### config.mk
export PLATFORM = sky130hd
export DESIGN_NAME = fir_tap_sequencer_flat
export DESIGN_NICKNAME = d
export VERILOG_FILES = /design/src/rtl/fir_tap_sequencer_if.sv /design/src/rtl/fir_tap_sequencer.sv /design/src/flat_wrapper.sv
export SDC_FILE = /design/constraint.sdc
export NUM_CORES = 1
export LEC_CHECK = 0
export ABC_CLOCK_PERIOD_IN_PS = 1630
export CORE_AREA = 2 2 77 61
export CTS_CLUSTER_DIAMETER = 120
export CTS_CLUSTER_SIZE = 14
export DETAILED_ROUTE_END_ITERATION = 10
export DIE_AREA = 0 0 79 63
export PLACE_DENSITY = 0.66
export SLEW_MARGIN = 20
export SYNTH_ARGS = -nofsm -noshare
export SYNTH_HDL_FRONTEND = slang
export SYNTH_SLANG_ARGS = --single-unit
### constraint.sdc
create_clock -name clk -period 1.63 [get_ports clk]
set_clock_uncertainty 0.15 [all_clocks]
set_input_delay 0.163 -clock clk [delete_from_list [all_inputs] [get_ports clk]]
set_output_delay 0.163 -clock clk [all_outputs]
set_load 0.02 [all_outputs]
### src/rtl/fir_tap_sequencer_if.sv
// Sample-in / result-out valid-ready handshake bundle for the FIR tap sequencer.
// master drives the upstream valid and downstream ready; slave is the sequencer.
interface fir_tap_sequencer_if;
    logic in_valid;
    logic in_ready;
    logic out_valid;
    logic out_ready;

    modport master (
        output in_valid,
        output out_ready,
        input  in_ready,
        input  out_valid
    );

    modport slave (
        input  in_valid,
        input  out_ready,
        output in_ready,
        output out_valid
    );
endinterface

### src/rtl/fir_tap_sequencer.sv
// FIR tap sequencer: one delay-line shift, LENGTH MAC taps and a MAC drain
// per accepted sample, then a held result under a valid/ready handshake.
module fir_tap_sequencer #(
    parameter int LENGTH  = 100,
    parameter int ADDR_W  = 7,
    parameter int MAC_LAT = 2,
    parameter int CNT_W   = 16
) (
    input  logic              clk,
    input  logic              rst,
    fir_tap_sequencer_if.slave hs,
    output logic              shift_enb,
    output logic [ADDR_W-1:0] pointer,
    output logic              acc_clr,
    output logic              acc_en,
    output logic              acc_last,
    output logic              busy,
    output logic [CNT_W-1:0]  sample_cnt
);

    localparam int DW = (MAC_LAT < 2) ? 1 : $clog2(MAC_LAT);
    localparam logic [ADDR_W-1:0] LAST  = ADDR_W'(LENGTH - 1);
    localparam logic [ADDR_W-1:0] LAST1 = ADDR_W'(LENGTH - 2);
    localparam logic [DW-1:0] DLAST =
        DW'((MAC_LAT > 0) ? MAC_LAT - 1 : 0);

    typedef enum logic [2:0] {
        IDLE,
        SHIFT,
        MAC,
        DRAIN,
        DONE
    } state_t;

    state_t        state;
    logic [DW-1:0] drain;
    logic          in_ready;
    logic          out_valid;

    assign hs.in_ready  = in_ready;
    assign hs.out_valid = out_valid;

    // Outputs are registered alongside each transition, so they depend
    // only on flops and never on in_valid/out_ready combinationally.
    always_ff @(posedge clk or negedge rst) begin
        if (!rst) begin
            state      <= IDLE;
            pointer    <= '0;
            drain      <= '0;
            sample_cnt <= '0;
            in_ready   <= 1'b0;
            out_valid  <= 1'b0;
            shift_enb  <= 1'b0;
            acc_clr    <= 1'b0;
            acc_en     <= 1'b0;
            acc_last   <= 1'b0;
            busy       <= 1'b0;
        end else begin
            unique case (state)
                IDLE: begin
                    if (hs.in_valid && in_ready) begin
                        state     <= SHIFT;
                        in_ready  <= 1'b0;
                        shift_enb <= 1'b1;
                        acc_clr   <= 1'b1;
                        busy      <= 1'b1;
                    end else begin
                        in_ready  <= 1'b1;
                    end
                end
                SHIFT: begin
                    state     <= MAC;
                    shift_enb <= 1'b0;
                    acc_clr   <= 1'b0;
                    acc_en    <= 1'b1;
                    acc_last  <= 1'b0;
                    pointer   <= '0;
                end
                MAC: begin
                    if (pointer == LAST) begin
                        pointer  <= '0;
                        drain    <= '0;
                        acc_en   <= 1'b0;
                        acc_last <= 1'b0;
                        if (MAC_LAT > 0) begin
                            state <= DRAIN;
                        end else begin
                            state     <= DONE;
                            out_valid <= 1'b1;
                        end
                    end else begin
                        pointer  <= pointer + ADDR_W'(1);
                        acc_last <= (pointer == LAST1);
                    end
                end
                DRAIN: begin
                    if (drain == DLAST) begin
                        state     <= DONE;
                        out_valid <= 1'b1;
                    end else begin
                        drain <= drain + DW'(1);
                    end
                end
                DONE: begin
                    if (hs.out_ready) begin
                        state      <= IDLE;
                        out_valid  <= 1'b0;
                        busy       <= 1'b0;
                        in_ready   <= 1'b1;
                        sample_cnt <= sample_cnt + CNT_W'(1);
                    end
                end
                default: begin
                    state <= IDLE;
                end
            endcase
        end
    end

endmodule

### src/flat_wrapper.sv
// flat-port wrapper written by rule: the top's interface ports become plain ports
module fir_tap_sequencer_flat 
#(
    parameter int LENGTH  = 100,
    parameter int ADDR_W  = 7,
    parameter int MAC_LAT = 2,
    parameter int CNT_W   = 16
)
  (clk, rst, shift_enb, pointer, acc_clr, acc_en, acc_last, busy, sample_cnt, hs_in_valid, hs_out_ready, hs_in_ready, hs_out_valid);
  fir_tap_sequencer_if hs_i ();
  input  logic clk;
  input  logic rst;
  output logic shift_enb;
  output logic [ADDR_W-1:0] pointer;
  output logic acc_clr;
  output logic acc_en;
  output logic acc_last;
  output logic busy;
  output logic [CNT_W-1:0] sample_cnt;
  input wire logic [$bits(hs_i.in_valid)-1:0] hs_in_valid;
  input wire logic [$bits(hs_i.out_ready)-1:0] hs_out_ready;
  output wire logic [$bits(hs_i.in_ready)-1:0] hs_in_ready;
  output wire logic [$bits(hs_i.out_valid)-1:0] hs_out_valid;
  assign hs_i.in_valid = hs_in_valid;
  assign hs_i.out_ready = hs_out_ready;
  assign hs_in_ready = hs_i.in_ready;
  assign hs_out_valid = hs_i.out_valid;
  fir_tap_sequencer #(.LENGTH(LENGTH), .ADDR_W(ADDR_W), .MAC_LAT(MAC_LAT), .CNT_W(CNT_W)) u_core (.clk(clk), .rst(rst), .hs(hs_i), .shift_enb(shift_enb), .pointer(pointer), .acc_clr(acc_clr), .acc_en(acc_en), .acc_last(acc_last), .busy(busy), .sample_cnt(sample_cnt));
endmodule
==> out/metrics.yaml, run 1 <==
placed_design:
  portBuffers: 33
  place_area_um2: 2160
  place_hpwl_mm: 2.57
  gp_congestion: 0.803
  dp_cells: 263
routing:
  post_drt_wl_per_cell_um: 13.4
  drt_pass1_iterations: 4
  routed_wirelength_mm: 3.67
  antenna_left: 0
  drc_errors: 0
  drtIter0Drc: 82
  num_vias: 1397
  vias_per_cell: 5.12
sta:
  fin_crit_ns: 1.61
  fmax_ghz: 0.621
  rsz0062_at_grt: "yes"
  maxSlewViolCount: 0
  hold_viol_final: 0
  worstMarginPinSlew_ns: 0.387
  timing.final.crit_share_pct: 98.7
  relSlewSlack_pct: 74.0
  tns_ns: 0
  setup_viol: 0
pwr:
  p_clk_share_pct: 19.0
  switchingPower_mw: 1.29
  p_sw_share_pct: 39.1
  ir_drop_mv: 0.836
  p_int_mw: 2.01
  p_per_area_nw_per_um2: 1410
  seqPwrFrac_pct: 34.9
  p_comb_share_pct: 46.1
  power_leakage_nw: 1.18
die:
  core_um2: 4260
  die_width_um: 79
  io_pins: 34
  placementRows: 21
  initial_utilization_pct: 38.0
  die_area_um2: 4980
  fp.dieH_um: 63
cts:
  cts.clk_slew.worst_paths_ns: 0.07
  cts-htree-levels: 2
  cts_num_sinks: 33
  cts_buffer_depth: 2
  numCtsBuffers: 5
  clock_insertion_delay_worst_skew_ns: 0.28
  cts_tree: "yes"
  cts_root_buf: "clkbuf_8"
  postCtsHoldBufs: 0
run_status:
  status: "finished, final reports clean"
synth:
  avgSynthCellArea_um2: 10.1
  postSynthCellCount: 160
  ys_seq_area_share_pct: 51.0
  synthTopCellsByCount: "dfrtp_1, nand2_1, nor2_1"
  synth_top_area_cell: "dfrtp_1"
  synthMostInstantiatedCell: "dfrtp_1"
  syn_area_um2: 1620
  ys_warn_count: 0
  synth_edf_count: 0
  synth_nets: 167
  yosys_register_bits: 33
  async_reset_ff_share_pct: 100
  synthTopCellsByArea: "dfrtp_1, xnor2_1, nand2_1"
  synthDistinctLibCells: 35
  synth_top_cell_area_share_pct: 51.0
  synth_ff_type: "dfrtp_1"
layout:
  fillers: 388
  diodes: 0
  drive_gt1_share_pct: 22.2
  area_growth_pct: 44.6
  stdcell_count: 273
  regArea_um2: 831
  fin_area_um2: 2340
  finalNetCount: 222
  multi_input_area_um2: 815
worst_setup_path:
  critPathKind: "reg2reg"
  cp_max_fo: 5
  reg2reg_to: "u_core.sample_cnt[8]$_DFFE_PN0P_"
  cp-start-kind: "flop"
  r2r-start: "u_core.state[0]$_DFFE_PN0P_"
  crit_required_ns: 1.64
  r2r_slack_ns: 0.02
  endpoint_kind: "flop"
  reg2regPathDepth: 5
  critPathLaunch: "u_core.state[0]$_DFFE_PN0P_"
  cp.arrival_ns: 1.62
hold_path:
  hp-class: "in2async"
global_routing:
  grt_pass1_wl_mm: 6.40
  antenna_found_initial: 0
  grt_max_degree: 34
  overflow: 0
  track_usage_pct: 16.4
  grt_pass1_vias: 1360
job:
  max_cap_violations: 0
[stage by stage]
| step | power [mW] | hold slack [ns] | util, % | worst slack, ns |
|---|---|---|---|---|
| final | 3.31 | 0.0804 | 55.0 | 0.0204 |
| after global routing | 3.56 | 0.117 | 55.0 | -0.0577 |
| after CTS | 3.27 | 0.0879 | 52.5 | -0.00565 |
| after detailed placement | 2.66 | 0.314 | 50.8 | -0.259 |
| after global placement | 2.64 | 0.316 | 50.8 | -0.261 |
| after floorplan | 2.00 | -0.283 | - | -0.0688 |
[what timing repair did]
item                       in CTS  in global routing
pin swaps                       0                  4
gates resized for setup        19                 23
setup endpoints to repair      19                 21
buffers inserted                0                  2
[routing by layer]
metal	GRT usage [%]	share of wire, %	up-vias
met3	4.05	5.1	6
met5	0	0	-
li1	-	-	679
met1	23.1	49	662
met2	23.7	44	50
met4	7.54	1.8	0
[critical path, stage by stage (launching register included)]
cell and delay [ns]:
dfrtp_1 0.38, nor4bb_1 0.27, buf_4 0.18, and4_4 0.26, nand3_1 0.11, xnor2_1 0.15
[power groups by stage]
stage                     clock [mW]  sequential (mW)  combinational [mW]
after floorplan                    0             1.33               0.673
after global routing           0.690             1.19                1.69
after CTS                      0.650             1.16                1.46
after global placement             0             1.16                1.48
final                          0.629             1.16                1.52
after detailed placement           0             1.17                1.49
[sequential cells by signal (all words and copies together), names as in the netlist]
signal / count
u_core.acc_en: 1
u_core.acc_last: 1
u_core.busy: 1
u_core.drain: 1
u_core.hs.in_ready: 1
u_core.hs.out_valid: 1
u_core.pointer: 7
u_core.sample_cnt: 16
u_core.shift_enb: 1
u_core.state: 3
[worst max path at each step]
| stage | to | slack [ns] | cells past startpoint |
|---|---|---|---|
| after CTS | u_core.pointer[4]$_DFFE_PN0P_ | -0.006 | 6 |
| after global placement | u_core.sample_cnt[12]$_DFFE_PN0P_ | -0.26 | 6 |
| after global routing | u_core.sample_cnt[8]$_DFFE_PN0P_ | -0.06 | 5 |
| after detailed placement | u_core.sample_cnt[12]$_DFFE_PN0P_ | -0.26 | 6 |
| final | u_core.sample_cnt[8]$_DFFE_PN0P_ | 0.02 | 5 |
| after floorplan | u_core.sample_cnt[12]$_DFFE_PN0P_ | -0.07 | 6 |
[kinds of logic (layout without fill, tap and decap cells)]
family                   Yosys count  after routing  synth area share, %
AND/OR/NAND/NOR                   60             60                 20.8
AO/OA/AOI/OAI                     34             34                 12.8
flip-flops                        33             33                 51.0
XOR/XNOR                          16             16                 8.66
buffers and inverters             13             69                 3.71
adder cells (fa/ha/maj)            3              3                 2.32
multiplexers                       1              1                0.695
[final cells by class]
type	instances	area share, %
clock buffer	8	3.85
tap	57	3.05
timing repair buffer	55	21.9
sequential	33	35.5
multi-input combinational	114	34.8
inverter	6	0.962
[layout by cell type (no fill, tap or decap), types with 3 or more instances in the layout]
| cell type | count |
|---|---|
| a21oi_1 | 10 |
| a31oi_1 | 7 |
| and3_1 | 3 |
| buf_4 | 20 |
| clkbuf_8 | 6 |
| clkdlybuf4s50_1 | 9 |
| dfrtp_1 | 29 |
| dfrtp_2 | 4 |
| dlygate4sd2_1 | 16 |
| dlymetal6s2s_1 | 8 |
| inv_1 | 6 |
| nand2_1 | 14 |
| nand2b_1 | 3 |
| nand3_1 | 7 |
| nand4_1 | 5 |
| nor2_1 | 10 |
| nor2_4 | 4 |
| nor3_1 | 3 |
| o21ai_0 | 9 |
| xnor2_1 | 10 |
| xor2_1 | 6 |
(Power assumes the default switching activity.)
==> run 2, diff against run 1 <==
- CELL_PAD_IN_SITES_DETAIL_PLACEMENT: default -> 1
- CELL_PAD_IN_SITES_GLOBAL_PLACEMENT: default -> 1
- CORE_AREA: 2 2 77 61 -> 2 2 82 64
- CTS_BUF_LIST: default -> sky130_fd_sc_hd__clkbuf_16
- DIE_AREA: 0 0 79 63 -> 0 0 84 66
- PLACE_DENSITY: 0.66 -> default
- PLACE_DENSITY_LB_ADDON: default -> 0.1
==> run 2 against run 1 <==
Effect of this change: the flow now finishes with violations (setup timing); sequential power about the same; clock-buffer cell count down 3; final area is 0.85% higher; sequential cell count unchanged; maximum frequency decreased by 2.8%; die area grew 11%; register-to-register slack lost 0.05 ns; global-route usage grew 0.43 points; hold slack improved by 0.028 ns; critical path type unchanged.
==> out/metrics.yaml, run 2 (same netlist as run 1, synthesis figures left out) <==
die:
  fp.dieH_um: 66
  die_area_um2: 5540
  placementRows: 22
  initial_utilization_pct: 34.0
  core_um2: 4760
  io_pins: 34
  die_width_um: 84
pwr:
  p_clk_share_pct: 24.5
  p_int_mw: 2.18
  p_per_area_nw_per_um2: 1500
  p_comb_share_pct: 43.1
  ir_drop_mv: 0.820
  p_total_mw: 3.53
  p_sw_share_pct: 38.2
  seqPwrFrac_pct: 32.4
  switchingPower_mw: 1.35
  power_leakage_nw: 1.18
sta:
  relSlewSlack_pct: 74.0
  maxSlewViolCount: 0
  tns_ns: -0.0505
  holdWs_ns: 0.108
  fin_crit_ns: 1.66
  setup_viol: 2
  worstMarginPinSlew_ns: 0.386
  fmax_ghz: 0.604
  setup_slack_ns: -0.0263
  hold_viol_final: 0
  rsz0062_at_grt: "yes"
  timing.final.crit_share_pct: 102
layout:
  layout_common_cells: "dfrtp_1, buf_4, dlygate4sd2_1"
  finalNetCount: 220
  diodes: 0
  fin_area_um2: 2360
  largest_register_ff_count: 16
  final_common_cell: "dfrtp_1"
  reg_top3: "u_core.sample_cnt (16), u_core.pointer (7), u_core.state (3)"
  area_growth_pct: 45.8
  regMostFlops: "u_core.sample_cnt"
  fin_util_pct: 49.6
  drive_gt1_share_pct: 20.7
routing:
  post_drt_wl_per_cell_um: 16.1
  antenna_left: 0
  drc_errors: 0
  vias_per_cell: 5.15
  drt_pass1_iterations: 4
  num_vias: 1407
  drtIter0Drc: 52
  routed_wirelength_mm: 4.39
worst_setup_path:
  cp-start-kind: "flop"
  slowest_delay_ns: 0.38
  r2r_slack_ns: -0.03
  critPathKind: "reg2reg"
  endpoint_kind: "flop"
  cp_max_fo: 5
  crit_required_ns: 1.64
  timing.critical_path.cells: "nor4bb_2, buf_4, and4_4, nand4_2, xnor2_1"
  cp.arrival_ns: 1.66
  slowest_stage: "dfrtp_1"
global_routing:
  grt_max_degree: 34
  grt_pass1_wl_mm: 7.33
  antenna_found_initial: 0
  grt_pass1_vias: 1485
  track_usage_pct: 16.9
  overflow: 0
hold_path:
  hp-class: "in2async"
cts:
  cts-htree-levels: 2
  cts_num_sinks: 33
  post_cts_buffers: 0
  cts_tree: "yes"
  cts_root_buf: "clkbuf_16"
  clock_insertion_delay_worst_skew_ns: 0.27
  numCtsBuffers: 5
  cts.clk_slew.worst_paths_ns: 0.05
  cts_buffer_depth: 2
run_status:
  status: "finished, violations left"
  failed_checks: "setup timing"
placed_design:
  place_area_um2: 2170
  gp_congestion: 0.797
  place_hpwl_mm: 3.08
  portBuffers: 33
job:
  max_cap_violations: 0
==> run 2: changes by cell type in the layout (fill, tap and decap cells not counted), moves of 2 or more <==
cell	delta
buf_4	-2
clkbuf_1	-2
clkbuf_16	+5
clkbuf_8	-6
nand2_1	-2
nand2_2	+2
==> run 2: repair_timing <==
action,in CTS,in global routing
gates resized for setup,30,11
hold buffers,0,0
setup endpoints to repair,29,23
pin swaps,5,7
==> run 2: layer usage <==
| layer | part of all wire, % | track usage [%] | up-vias |
|---|---|---|---|
| met3 | 3.3 | 4.00 | 8 |
| met5 | 0 | 0 | - |
| met4 | 1.1 | 5.85 | 0 |
| met1 | 49 | 21.7 | 700 |
| li1 | - | - | 673 |
| met2 | 47 | 28.1 | 26 |
==> run 2: power by group through the flow <==
stage / clock (mW) / sequential [mW] / combinational, mW
finish: 0.866 / 1.15 / 1.52
global route: 0.932 / 1.17 / 1.68
CTS: 0.892 / 1.15 / 1.52
detailed placement: 0 / 1.16 / 1.55
global placement: 0 / 1.15 / 1.52
floorplan: 0 / 1.33 / 0.673
==> run 2: cell type report <==
class | count | area (um2)
timing repair buffer | 53 | 497
multi-input combinational | 114 | 805
tap | 60 | 75.1
clock buffer | 5 | 125
fill | 543 | 2400
clock inverter | 2 | 7.51
sequential | 33 | 830
inverter | 6 | 22.5
==> run 2: through the flow <==
stage	cells	setup WS (ns)
final	273	-0.0263
after global routing	273	-0.112
after CTS	273	-0.0648
after detailed placement	266	-0.381
after global placement	266	-0.364
after floorplan	160	-0.0688
==> run 2: path summary, 6_finish.rpt <==
check,endpoint,startpoint,cells past startpoint
max,u_core.sample_cnt[12]$_DFFE_PN0P_,u_core.state[0]$_DFFE_PN0P_,5
min,u_core.pointer[3]$_DFFE_PN0P_,rst,2
max reg2reg,u_core.sample_cnt[12]$_DFFE_PN0P_,u_core.state[0]$_DFFE_PN0P_,5
min reg2reg,u_core.sample_cnt[15]$_DFFE_PN0P_,u_core.sample_cnt[15]$_DFFE_PN0P_,1
max in group asynchronous,u_core.pointer[1]$_DFFE_PN0P_,rst,2
min in group clk,u_core.sample_cnt[15]$_DFFE_PN0P_,u_core.sample_cnt[15]$_DFFE_PN0P_,1
==> run 2: worst max-delay path: cells and delay by family (launching register included) <==
family        cells  cell delay, ns
xor+xnor          1            0.14
buf+inv           1            0.18
flops             1            0.38
simple gates      3            0.69
==> run 3, diff against run 2 <==
- TNS_END_PERCENT: default -> 50
==> run 3 against run 2 <==
Effect of this change: the flow still finishes with violations (setup timing); clock power barely moved; via count barely moved; critical path depth did not move; sequential share of layout area did not move; cell count did not move; hold slack barely moved; register-to-register slack barely moved; routed wire length fell by 0.18%; total power barely moved; combinational power barely moved; critical path type unchanged; largest cell class unchanged.
==> out/metrics.yaml, run 3 (same netlist as run 1, synthesis figures left out) <==
layout:
  layout_common_cells: "dfrtp_1, buf_4, dlygate4sd2_1"
  largest_register_ff_count: 16
  drive_gt1_share_pct: 20.7
  regMostFlops: "u_core.sample_cnt"
  fin_util_pct: 49.6
  fin_area_um2: 2360
  final_common_cell: "dfrtp_1"
  diodes: 0
  reg_top3: "u_core.sample_cnt (16), u_core.pointer (7), u_core.state (3)"
  area_growth_pct: 45.8
  finalNetCount: 220
  stdcell_count: 273
global_routing:
  met2_usage_pct: 28.1
  use_met1_pct: 21.7
  antenna_found_initial: 0
  track_usage_pct: 16.9
  overflow: 0
  grt_pass1_vias: 1485
  use_met3_pct: 4.00
  grt-busiest-layer: "met2"
  grt_pass1_wl_mm: 7.33
  grt_max_degree: 34
sta:
  holdWs_ns: 0.108
  fmax_ghz: 0.604
  rsz0062_at_grt: "yes"
  setup_slack_ns: -0.0258
  hold_viol_final: 0
  fin_crit_ns: 1.66
  timing.final.crit_share_pct: 102
  setup_viol: 2
  worstMarginPinSlew_ns: 0.386
  maxSlewViolCount: 0
  tns_ns: -0.0495
  relSlewSlack_pct: 74.0
worst_setup_path:
  r2r-start: "u_core.state[0]$_DFFE_PN0P_"
  reg2reg_to: "u_core.sample_cnt[12]$_DFFE_PN0P_"
  r2r_slack_ns: -0.03
  cp-start-kind: "flop"
  crit_required_ns: 1.64
  endpoint_kind: "flop"
  cp_max_fo: 5
  critPathKind: "reg2reg"
  cp.arrival_ns: 1.66
  reg2regPathDepth: 5
pwr:
  ir_drop_mv: 0.820
  power_leakage_nw: 1.18
  p_per_area_nw_per_um2: 1500
  p_total_mw: 3.54
routing:
  post_drt_wl_per_cell_um: 16.0
  drc_errors: 0
  vias_per_cell: 5.15
  drt_pass1_iterations: 4
  routed_wirelength_mm: 4.38
  antenna_left: 0
  drtIter0Drc: 49
  num_vias: 1406
placed_design:
  place_area_um2: 2170
  place_hpwl_mm: 3.08
  dp_cells: 266
  preCtsSetupSlack_ns: -0.381
  gp_congestion: 0.797
  portBuffers: 33
cts:
  cts-htree-levels: 2
  cts_root_buf: "clkbuf_16"
  cts.clk_slew.worst_paths_ns: 0.05
  cts_num_sinks: 33
  postCtsHoldBufs: 0
  cts_tree: "yes"
  cts_buffer_depth: 2
  clock_insertion_delay_worst_skew_ns: 0.27
  post_cts_buffers: 0
  numCtsBuffers: 5
die:
  core_um2: 4760
  placementRows: 22
  initial_utilization_pct: 34.0
  fp.dieH_um: 66
  io_pins: 34
  die_width_um: 84
  die_area_um2: 5540
run_status:
  status: "finished, violations left"
  failed_checks: "setup timing"
job:
  max_cap_violations: 0
hold_path:
  hp-class: "in2async"
-- run 3: power breakdown --
part	switching, mW	internal, mW	total, mW
Clock	0.321	0.545	0.867
Combinational	0.882	0.640	1.52
Sequential	0.150	0.997	1.15
Total	1.35	2.18	3.54
-- run 3: how the worst max path moves through the flow --
stage | start | end | slack (ns) | depth (start not counted)
after floorplan | u_core.state[1]$_DFFE_PN0P_ | u_core.sample_cnt[12]$_DFFE_PN0P_ | -0.07 | 6
after global placement | hs_out_ready | u_core.sample_cnt[12]$_DFFE_PN0P_ | -0.36 | 6
after detailed placement | hs_out_ready | u_core.sample_cnt[8]$_DFFE_PN0P_ | -0.38 | 6
after CTS | u_core.state[0]$_DFFE_PN0P_ | u_core.sample_cnt[12]$_DFFE_PN0P_ | -0.06 | 5
after global routing | u_core.state[0]$_DFFE_PN0P_ | u_core.sample_cnt[8]$_DFFE_PN0P_ | -0.11 | 5
final | u_core.state[0]$_DFFE_PN0P_ | u_core.sample_cnt[12]$_DFFE_PN0P_ | -0.03 | 5
-- run 3: layout make-up --
class | instances | area [um2]
Inverter | 6 | 22.5
Clock buffer | 5 | 125
Sequential cell | 33 | 830
Multi-Input combinational cell | 114 | 805
Tap cell | 60 | 75.1
Timing Repair Buffer | 53 | 497
Fill cell | 543 | 2400
Clock inverter | 2 | 7.51
-- run 3: layer usage --
metal | wire (um) | up-vias
li1 | - | 673
met1 | 2130 | 699
met2 | 2060 | 26
met3 | 143 | 8
met4 | 46 | 0
met5 | 0 | -
-- run 3: what timing repair did --
item,in CTS,in global routing
gates resized for setup,29,12
pin swaps,5,6
setup endpoints to repair,29,23
-- run 3: worst max-delay path: stages, from the launching register on --
cell	delay (ns)
dfrtp_1	0.38
nor4bb_2	0.30
buf_4	0.18
and4_4	0.28
nand4_2	0.11
xnor2_1	0.14
